## src/rtl/demux1_2_buf_pkg.sv

```systemverilog
// Shared definitions for the 1:2 buffered steering stage: select encodings,
// per-output buffer depth and the pointer/occupancy types of the 2-entry FIFOs.
package demux1_2_buf_pkg;

    localparam logic SEL_A     = 1'b0;
    localparam logic SEL_B     = 1'b1;
    localparam int   BUF_DEPTH = 2;

    typedef logic       ptr_t;
    typedef logic [1:0] cnt_t;

    // Pointers are one bit wide, so the increment wraps modulo BUF_DEPTH.
    function automatic ptr_t ptr_inc(input ptr_t p);
        return p + 1'b1;
    endfunction

endpackage

```

## src/rtl/demux1_2_buf_fifo2.sv

```systemverilog
// Two-entry N-bit FIFO with a combinational head view; storage and pointers
// clear on reset so the head reads zero while the FIFO is empty after reset.
module demux1_2_buf_fifo2
    import demux1_2_buf_pkg::*;
#(
    parameter int N = 32
) (
    input  logic         clk,
    input  logic         rst_n,
    input  logic         push,
    input  logic [N-1:0] push_data,
    input  logic         pop,
    output logic [N-1:0] head_data,
    output logic         empty,
    output logic         full
);

    logic [N-1:0] mem_reg [BUF_DEPTH];
    ptr_t         wr_ptr_reg;
    ptr_t         rd_ptr_reg;
    cnt_t         count_reg;
    logic         do_push;
    logic         do_pop;

    // A push into a full FIFO or a pop from an empty one is silently ignored.
    assign do_push = push && !full;
    assign do_pop  = pop && !empty;

    genvar gi;
    generate
        for (gi = 0; gi < BUF_DEPTH; gi++) begin : g_entry
            always_ff @(posedge clk or negedge rst_n) begin
                if (!rst_n) begin
                    mem_reg[gi] <= '0;
                end else if (do_push && (wr_ptr_reg == ptr_t'(gi))) begin
                    mem_reg[gi] <= push_data;
                end
            end
        end
    endgenerate

    always_ff @(posedge clk or negedge rst_n) begin
        if (!rst_n) begin
            wr_ptr_reg <= '0;
            rd_ptr_reg <= '0;
            count_reg  <= '0;
        end else begin
            if (do_push) begin
                wr_ptr_reg <= ptr_inc(wr_ptr_reg);
            end
            if (do_pop) begin
                rd_ptr_reg <= ptr_inc(rd_ptr_reg);
            end
            case ({do_push, do_pop})
                2'b10:   count_reg <= count_reg + 2'd1;
                2'b01:   count_reg <= count_reg - 2'd1;
                default: count_reg <= count_reg;
            endcase
        end
    end

    assign head_data = mem_reg[rd_ptr_reg];
    assign empty     = (count_reg == '0);
    assign full      = (count_reg == cnt_t'(BUF_DEPTH));

endmodule

```

## src/rtl/demux1_2_buf.sv

```systemverilog
// 1:2 valid/ready steering stage: each word goes to output A or B by in_sel,
// with an independent 2-entry buffer per output so one stalled side never blocks the other.
module demux1_2_buf
    import demux1_2_buf_pkg::*;
#(
    parameter int N = 32
) (
    input  logic         clk,
    input  logic         rst_n,
    input  logic         in_valid,
    output logic         in_ready,
    input  logic         in_sel,
    input  logic [N-1:0] in_data,
    output logic         a_valid,
    input  logic         a_ready,
    output logic [N-1:0] a_data,
    output logic         b_valid,
    input  logic         b_ready,
    output logic [N-1:0] b_data
);

    logic a_empty;
    logic a_full;
    logic b_empty;
    logic b_full;
    logic fire;
    logic push_a;
    logic push_b;
    logic pop_a;
    logic pop_b;

    // Readiness looks only at registered fullness, never at a_ready/b_ready,
    // trading a one-cycle bubble on a full buffer for a short timing path.
    assign in_ready = (in_sel == SEL_B) ? !b_full : !a_full;
    assign fire     = in_valid && in_ready;
    assign push_a   = fire && (in_sel == SEL_A);
    assign push_b   = fire && (in_sel == SEL_B);

    assign a_valid  = !a_empty;
    assign b_valid  = !b_empty;
    assign pop_a    = a_valid && a_ready;
    assign pop_b    = b_valid && b_ready;

    demux1_2_buf_fifo2 #(
        .N(N)
    ) u_buf_a (
        .clk       (clk),
        .rst_n     (rst_n),
        .push      (push_a),
        .push_data (in_data),
        .pop       (pop_a),
        .head_data (a_data),
        .empty     (a_empty),
        .full      (a_full)
    );

    demux1_2_buf_fifo2 #(
        .N(N)
    ) u_buf_b (
        .clk       (clk),
        .rst_n     (rst_n),
        .push      (push_b),
        .push_data (in_data),
        .pop       (pop_b),
        .head_data (b_data),
        .empty     (b_empty),
        .full      (b_full)
    );

endmodule
```

## config.mk

```make
export PLATFORM = sky130hd
export DESIGN_NAME = demux1_2_buf
export DESIGN_NICKNAME = d
export VERILOG_FILES = /design/src/rtl/demux1_2_buf_pkg.sv /design/src/rtl/demux1_2_buf_fifo2.sv /design/src/rtl/demux1_2_buf.sv
export SDC_FILE = /design/constraint.sdc
export NUM_CORES = 1
export LEC_CHECK = 0
export BUFFER_PORTS_ARGS = -buffer_cell sky130_fd_sc_hd__buf_2
export CAP_MARGIN = 20
export CORE_MARGIN = 2
export CORE_UTILIZATION = 45
export CTS_CLUSTER_SIZE = 8
export DETAILED_ROUTE_END_ITERATION = 16
export PLACE_DENSITY_LB_ADDON = 0.2
export REMOVE_ABC_BUFFERS = 1
export SLEW_MARGIN = 15
export SYNTH_ARGS = -nofsm -noshare
export SYNTH_HDL_FRONTEND = slang
export SYNTH_SLANG_ARGS = --single-unit
```

## constraint.sdc

```tcl
create_clock -name clk -period 1.96 [get_ports clk]
set_input_delay 0.098 -clock clk [delete_from_list [all_inputs] [get_ports clk]]
set_output_delay 0.098 -clock clk [all_outputs]
set_load 0.02 [all_outputs]
```

==> results.cfg, run 1 <==
[placement]
place_area_sq_um = 6720
io_buffers = 104
dp_slack_ps = 332
gp_congestion = 0.778
hpwl_microns = 8100

[final_layout]
stdcell_area_sq_um = 7650
fillers = 1058
nets = 569
syn_to_final_growth_pct = 28.4
mostFrequentLayoutCell = mux2_2
final_cell_mix = 187 x mux2_2, 134 x dfrtp_1, 103 x buf_2
diodes = 0
drive_gt1_frac = 0.640

[detailed_routing]
wirelength_microns = 12200
viasPerCell = 4.92
wl_per_cell_microns = 17.0
route.vias.total = 3533
drt_iter0_markers = 103
drc = 0
firstDrtPassIters = 4
ant_nets = 0

[worst_setup_path]
cp.arrival_ps = 1760
path_class = reg -> out
critPathMaxFanout = 24
crit_path_end_kind = output pin
critPathLaunchType = flop
cp_data_required_time_ps = 1860

[logic_synthesis]
synth_area_sq_um = 5960
synth-warning-count = 0
ys.flop_type = dfrtp_1
yosys_register_bits = 136
ys_seq_area_frac = 0.571
synth_cell_types = 24
synth_edf_count = 0
postSynthCellCount = 379
async_reset_ff_frac = 1.00
syn_avg_cell_area_sq_um = 15.7

[timing]
fmax_ghz = 0.538
worstMarginPinSlew_ps = 520
final.setup.worst_slack_ps = 101
drv_slew = 0
rsz0062_at_grt = false
min_period_ps = 1860
finalSetupViolations = 0
hold_viol = 0
relSlewSlack = 0.653
fin_crit_sh = 0.949
clock_skew_ps = 6.90

[clock_tree]
cts_tree = yes
clkSinkCount = 136
clk_root_buffer_cell = clkbuf_16
ctsResizeCount = 0
max-clock-path-buffers = 2
htreeDepth = 4
cts_buffers = 17
insertion_delay_ps = 410
clkTransAtPathRegs_ps = 60

[die]
start_util = 0.455
ios = 105
num_rows = 42
die-height_microns = 119
die-width_microns = 119
fp.coreArea_sq_um = 13100
die_area_sq_um = 14200

[global_route]
grt_pass1_vias = 3830
grt_max_degree = 57
grt.total_usage = 0.185
grt_pass1_wl_microns = 20000
grt-ovfl-total = 0
antenna_found_initial = 0

[pwr]
power_density_nw_per_um2 = 1900
vdd_ir_drop_max_v = 0.000811
leakagePower_nw = 3.43

[worst_hold_path]
worstHoldPathType = in -> reg

[status]
status = complete, no violations

[job]
maxCapViolCount = 0
-- cells by family (layout without fill, tap and decap cells) --
| group | count (synthesis) | count (layout) | synth area share |
|---|---|---|---|
| mux | 192 | 192 | 0.363 |
| flops | 136 | 136 | 0.571 |
| buf+inv | 21 | 184 | 0.0248 |
| simple gates | 17 | 17 | 0.0216 |
| xor+xnor | 10 | 10 | 0.0147 |
| fa+ha+maj | 2 | 2 | 0.00420 |
| compound gates | 1 | 1 | 0.000839 |
-- layout make-up --
type | count | area (sq um) | share of cell area
sequential | 136 | 3410 | 0.445
multi-input combinational | 222 | 2410 | 0.316
timing repair buffer | 152 | 1010 | 0.132
clock buffer | 19 | 453 | 0.0592
tap | 176 | 220 | 0.0288
clock inverter | 13 | 151 | 0.0198
-- path summary, 6_finish.rpt --
| path | cells past startpoint | to | slack [ps] | startpoint |
|---|---|---|---|---|
| setup / recovery | 3 | a_data[27] | 100 | u_buf_a.rd_ptr_reg |
| hold / removal | 3 | u_buf_b.rd_ptr_reg | 30 | b_ready |
| setup reg to reg | 5 | u_buf_a.count_reg[1] | 310 | u_buf_a.count_reg[0] |
| hold reg to reg | 1 | u_buf_b.mem_reg[38] | 480 | u_buf_b.mem_reg[38] |
| max in group asynchronous | 3 | u_buf_b.mem_reg[42] | 1100 | rst_n |
| min in group asynchronous | 2 | u_buf_b.mem_reg[17] | 210 | rst_n |
-- critical path, cell delays in order, from the launching register on --
cell	delay, ps
dfrtp_2	550
buf_12	240
mux2_2	380
buf_2	170
-- cells in the mapped netlist (all sizes together) (2+ instances only) --
| master | n | area share |
|---|---|---|
| and2 | 2 | 0.0021 |
| buf | 19 | 0.024 |
| clkbuf | 2 | 0.0013 |
| dfrtp | 136 | 0.57 |
| ha | 2 | 0.0042 |
| mux2 | 192 | 0.36 |
| nand2b | 2 | 0.0034 |
| nor2 | 3 | 0.0019 |
| or2 | 2 | 0.0021 |
| xnor2 | 6 | 0.0088 |
| xor2 | 4 | 0.0059 |
-- power by group --
part	switching (mW)	internal [mW]	total, mW
logic	3.13	3.13	6.26
registers	0.755	4.26	5.01
clock network	1.18	2.05	3.23
total	5.06	9.45	14.5
-- routing by layer --
metal  global-route usage  part of all wire  wire length, microns  up-vias
met1                0.235              0.45                  5440     1788
met2                0.301              0.50                  6040       79
li1                     -                 -                     -     1654
met4               0.0603            0.0096                   117        0
met3               0.0584             0.048                   583       12
met5                    0                 0                     0        -
-- stage by stage --
stage | hold slack [ps] | setup TNS, ps | power [mW] | utilization | std cells
final | 25.6 | 0 | 14.5 | 0.585 | 718
after global routing | 45.9 | 0 | 15.4 | 0.585 | 718
after CTS | 11.9 | 0 | 14.7 | 0.585 | 718
after detailed placement | 98.4 | 0 | 11.3 | 0.513 | 653
after global placement | 90.7 | 0 | 11.1 | 0.513 | 653
after floorplan | -198 | -13360 | 9.32 | - | 358
-- what timing repair did --
item	in CTS	in global routing
hold buffers	33	0
setup buffers	0	0
setup endpoints to repair	0	0
endpoints found under the hold margin	180	0
Note: power is estimated with default switching activity, not from simulation.
==> run 2: changes to the inputs <==
CORE_MARGIN = not set   (was 2)
CTS_BUF_LIST = sky130_fd_sc_hd__clkbuf_8   (was not set)
==> run 2 against run 1 <==
Global-route usage grew 0.31 points. Critical endpoint is now b_data[7]. Register-to-register slack is essentially flat. Largest cell class unchanged. Final cell count shrank 1.1%. Maximum frequency grew 1.1%.
==> results.cfg, run 2 (synthesized netlist as in run 1, its figures left out) <==
[worst_setup_path]
reg2regPathDepth = 5
slowest_delay_ps = 550
r2r_slack_ps = 310
timing.rr.end = u_buf_a.count_reg[1]
critPathLaunchType = flop
path_cells = buf_12, mux2_2, buf_2
path_class = reg -> out
cp.arrival_ps = 1740
crit_path_end_kind = output pin
critPathMaxFanout = 23
cp_data_required_time_ps = 1860
cp_slowest_cell = dfrtp_4
worstReg2RegStart = u_buf_a.count_reg[0]

[die]
fp.coreArea_sq_um = 12800
die-width_microns = 117
num_rows = 41
start_util = 0.467
die_area_sq_um = 13700
die-height_microns = 117
ios = 105

[clock_tree]
max-clock-path-buffers = 2
clkSinkCount = 136
htreeDepth = 4
cts_buffers = 17
cts_tree = yes
insertion_delay_ps = 430
cts_setup_buffers = 0
clk_root_buffer_cell = clkbuf_8
clkTransAtPathRegs_ps = 70

[final_layout]
nets = 567
register_area_sq_um = 3410
multi_input_area_sq_um = 2410
drive_gt1_frac = 0.623
mostFrequentLayoutCell = mux2_2
final_cells = 710
final_cell_mix = 187 x mux2_2, 134 x dfrtp_1, 103 x buf_2
diodes = 0
syn_to_final_growth_pct = 24.7
fillers = 1036

[global_route]
grtUsageMet1 = 0.229
grt_pass1_wl_microns = 18800
grt.met3_usage = 0.0515
grt_pass1_vias = 3776
busiest_layer = met2
antenna_found_initial = 0
grt.total_usage = 0.188
use_met2 = 0.318
grt-ovfl-total = 0
grt_max_degree = 62

[detailed_routing]
drc = 0
route.vias.total = 3536
viasPerCell = 4.98
firstDrtPassIters = 4
wirelength_microns = 11700
ant_nets = 0
drt_iter0_markers = 121
wl_per_cell_microns = 16.5

[placement]
dp_slack_ps = 325
io_buffers = 104
gp_congestion = 0.680
hpwl_microns = 7620
dp.cells = 645

[worst_hold_path]
worstHoldPathType = in -> reg
hold_path_end = u_buf_b.wr_ptr_reg
hold_depth = 3
hold_start = in_sel

[timing]
fin_crit_sh = 0.939
hold_viol = 0
fmax_ghz = 0.544
rsz0062_at_grt = false
min_period_ps = 1840
worstMarginPinSlew_ps = 548
whs_ps = 46.9
drv_slew = 0
clock_skew_ps = 7.81
finalSetupViolations = 0
relSlewSlack = 0.635
final.setup.worst_slack_ps = 120

[pwr]
leakagePower_nw = 3.35
power_density_nw_per_um2 = 1810
vdd_ir_drop_max_v = 0.000866
power_mw = 13.4

[status]
status = complete, no violations

[job]
maxCapViolCount = 0
[run 2: cell types whose count changed in the layout (fill, tap and decap cells not counted), moves of 2 or more]
cell / previous run / this run
clkbuf_8: 2 / 22
clkinvlp_4: 3 / 0
clkinv_2: 6 / 0
dlygate4sd3_1: 33 / 35
inv_1: 0 / 6
buf_4: 12 / 7
clkbuf_16: 17 / 0
[run 2: critical path: cells and delay by family (launching register included)]
| kind | cells | cell delay (ps) |
|---|---|---|
| flops | 1 | 550 |
| mux | 1 | 360 |
| buf+inv | 2 | 390 |
[run 2: worst max-delay path by stage]
stage	slack, ps	from	depth (start not counted)	end
3_3_place_gp	390	u_buf_b.count_reg[1]	4	u_buf_b.mem_reg[45]
2_1_floorplan	-420	u_buf_b.count_reg[1]	3	u_buf_b.mem_reg[32]
5_1_grt	30	u_buf_b.rd_ptr_reg	3	b_data[17]
4_1_cts	20	u_buf_b.rd_ptr_reg	3	b_data[7]
6_report	120	u_buf_b.rd_ptr_reg	3	b_data[7]
3_5_place_dp	330	u_buf_a.count_reg[0]	5	u_buf_a.count_reg[1]
[run 2: area by class of cell]
| type | count | area share |
|---|---|---|
| sequential | 136 | 0.459 |
| multi-input combinational | 222 | 0.325 |
| clock buffer | 22 | 0.0407 |
| clock inverter | 8 | 0.0111 |
| tap | 172 | 0.0290 |
| timing repair buffer | 150 | 0.136 |
[run 2: metal layers]
metal  part of all wire  wire length (microns)
met2               0.50                   5840
met1               0.45                   5240
met5                  0                      0
met4              0.014                    159
met3              0.040                    471
[run 2: stage by stage]
step | utilization | area, sq um | TNS [ps]
6_report | 0.582 | 7430 | 0
5_1_grt | 0.582 | 7430 | 0
4_1_cts | 0.582 | 7430 | 0
3_5_place_dp | 0.524 | 6700 | 0
3_3_place_gp | 0.524 | 6700 | 0
2_1_floorplan | - | 5810 | -13360
[run 2: timing repair]
action / CTS / global route
resized for setup: 0 / 1
setup endpoints to repair: 0 / 8
hold endpoints to repair: 186 / 0
hold buffers: 35 / 0
[run 2: power breakdown]
group | total, mW | internal, mW | switching [mW] | leakage, nW
logic | 6.23 | 3.13 | 3.10 | 1.52
registers | 5.01 | 4.26 | 0.751 | 1.61
clock network | 2.20 | 1.26 | 0.938 | 0.218
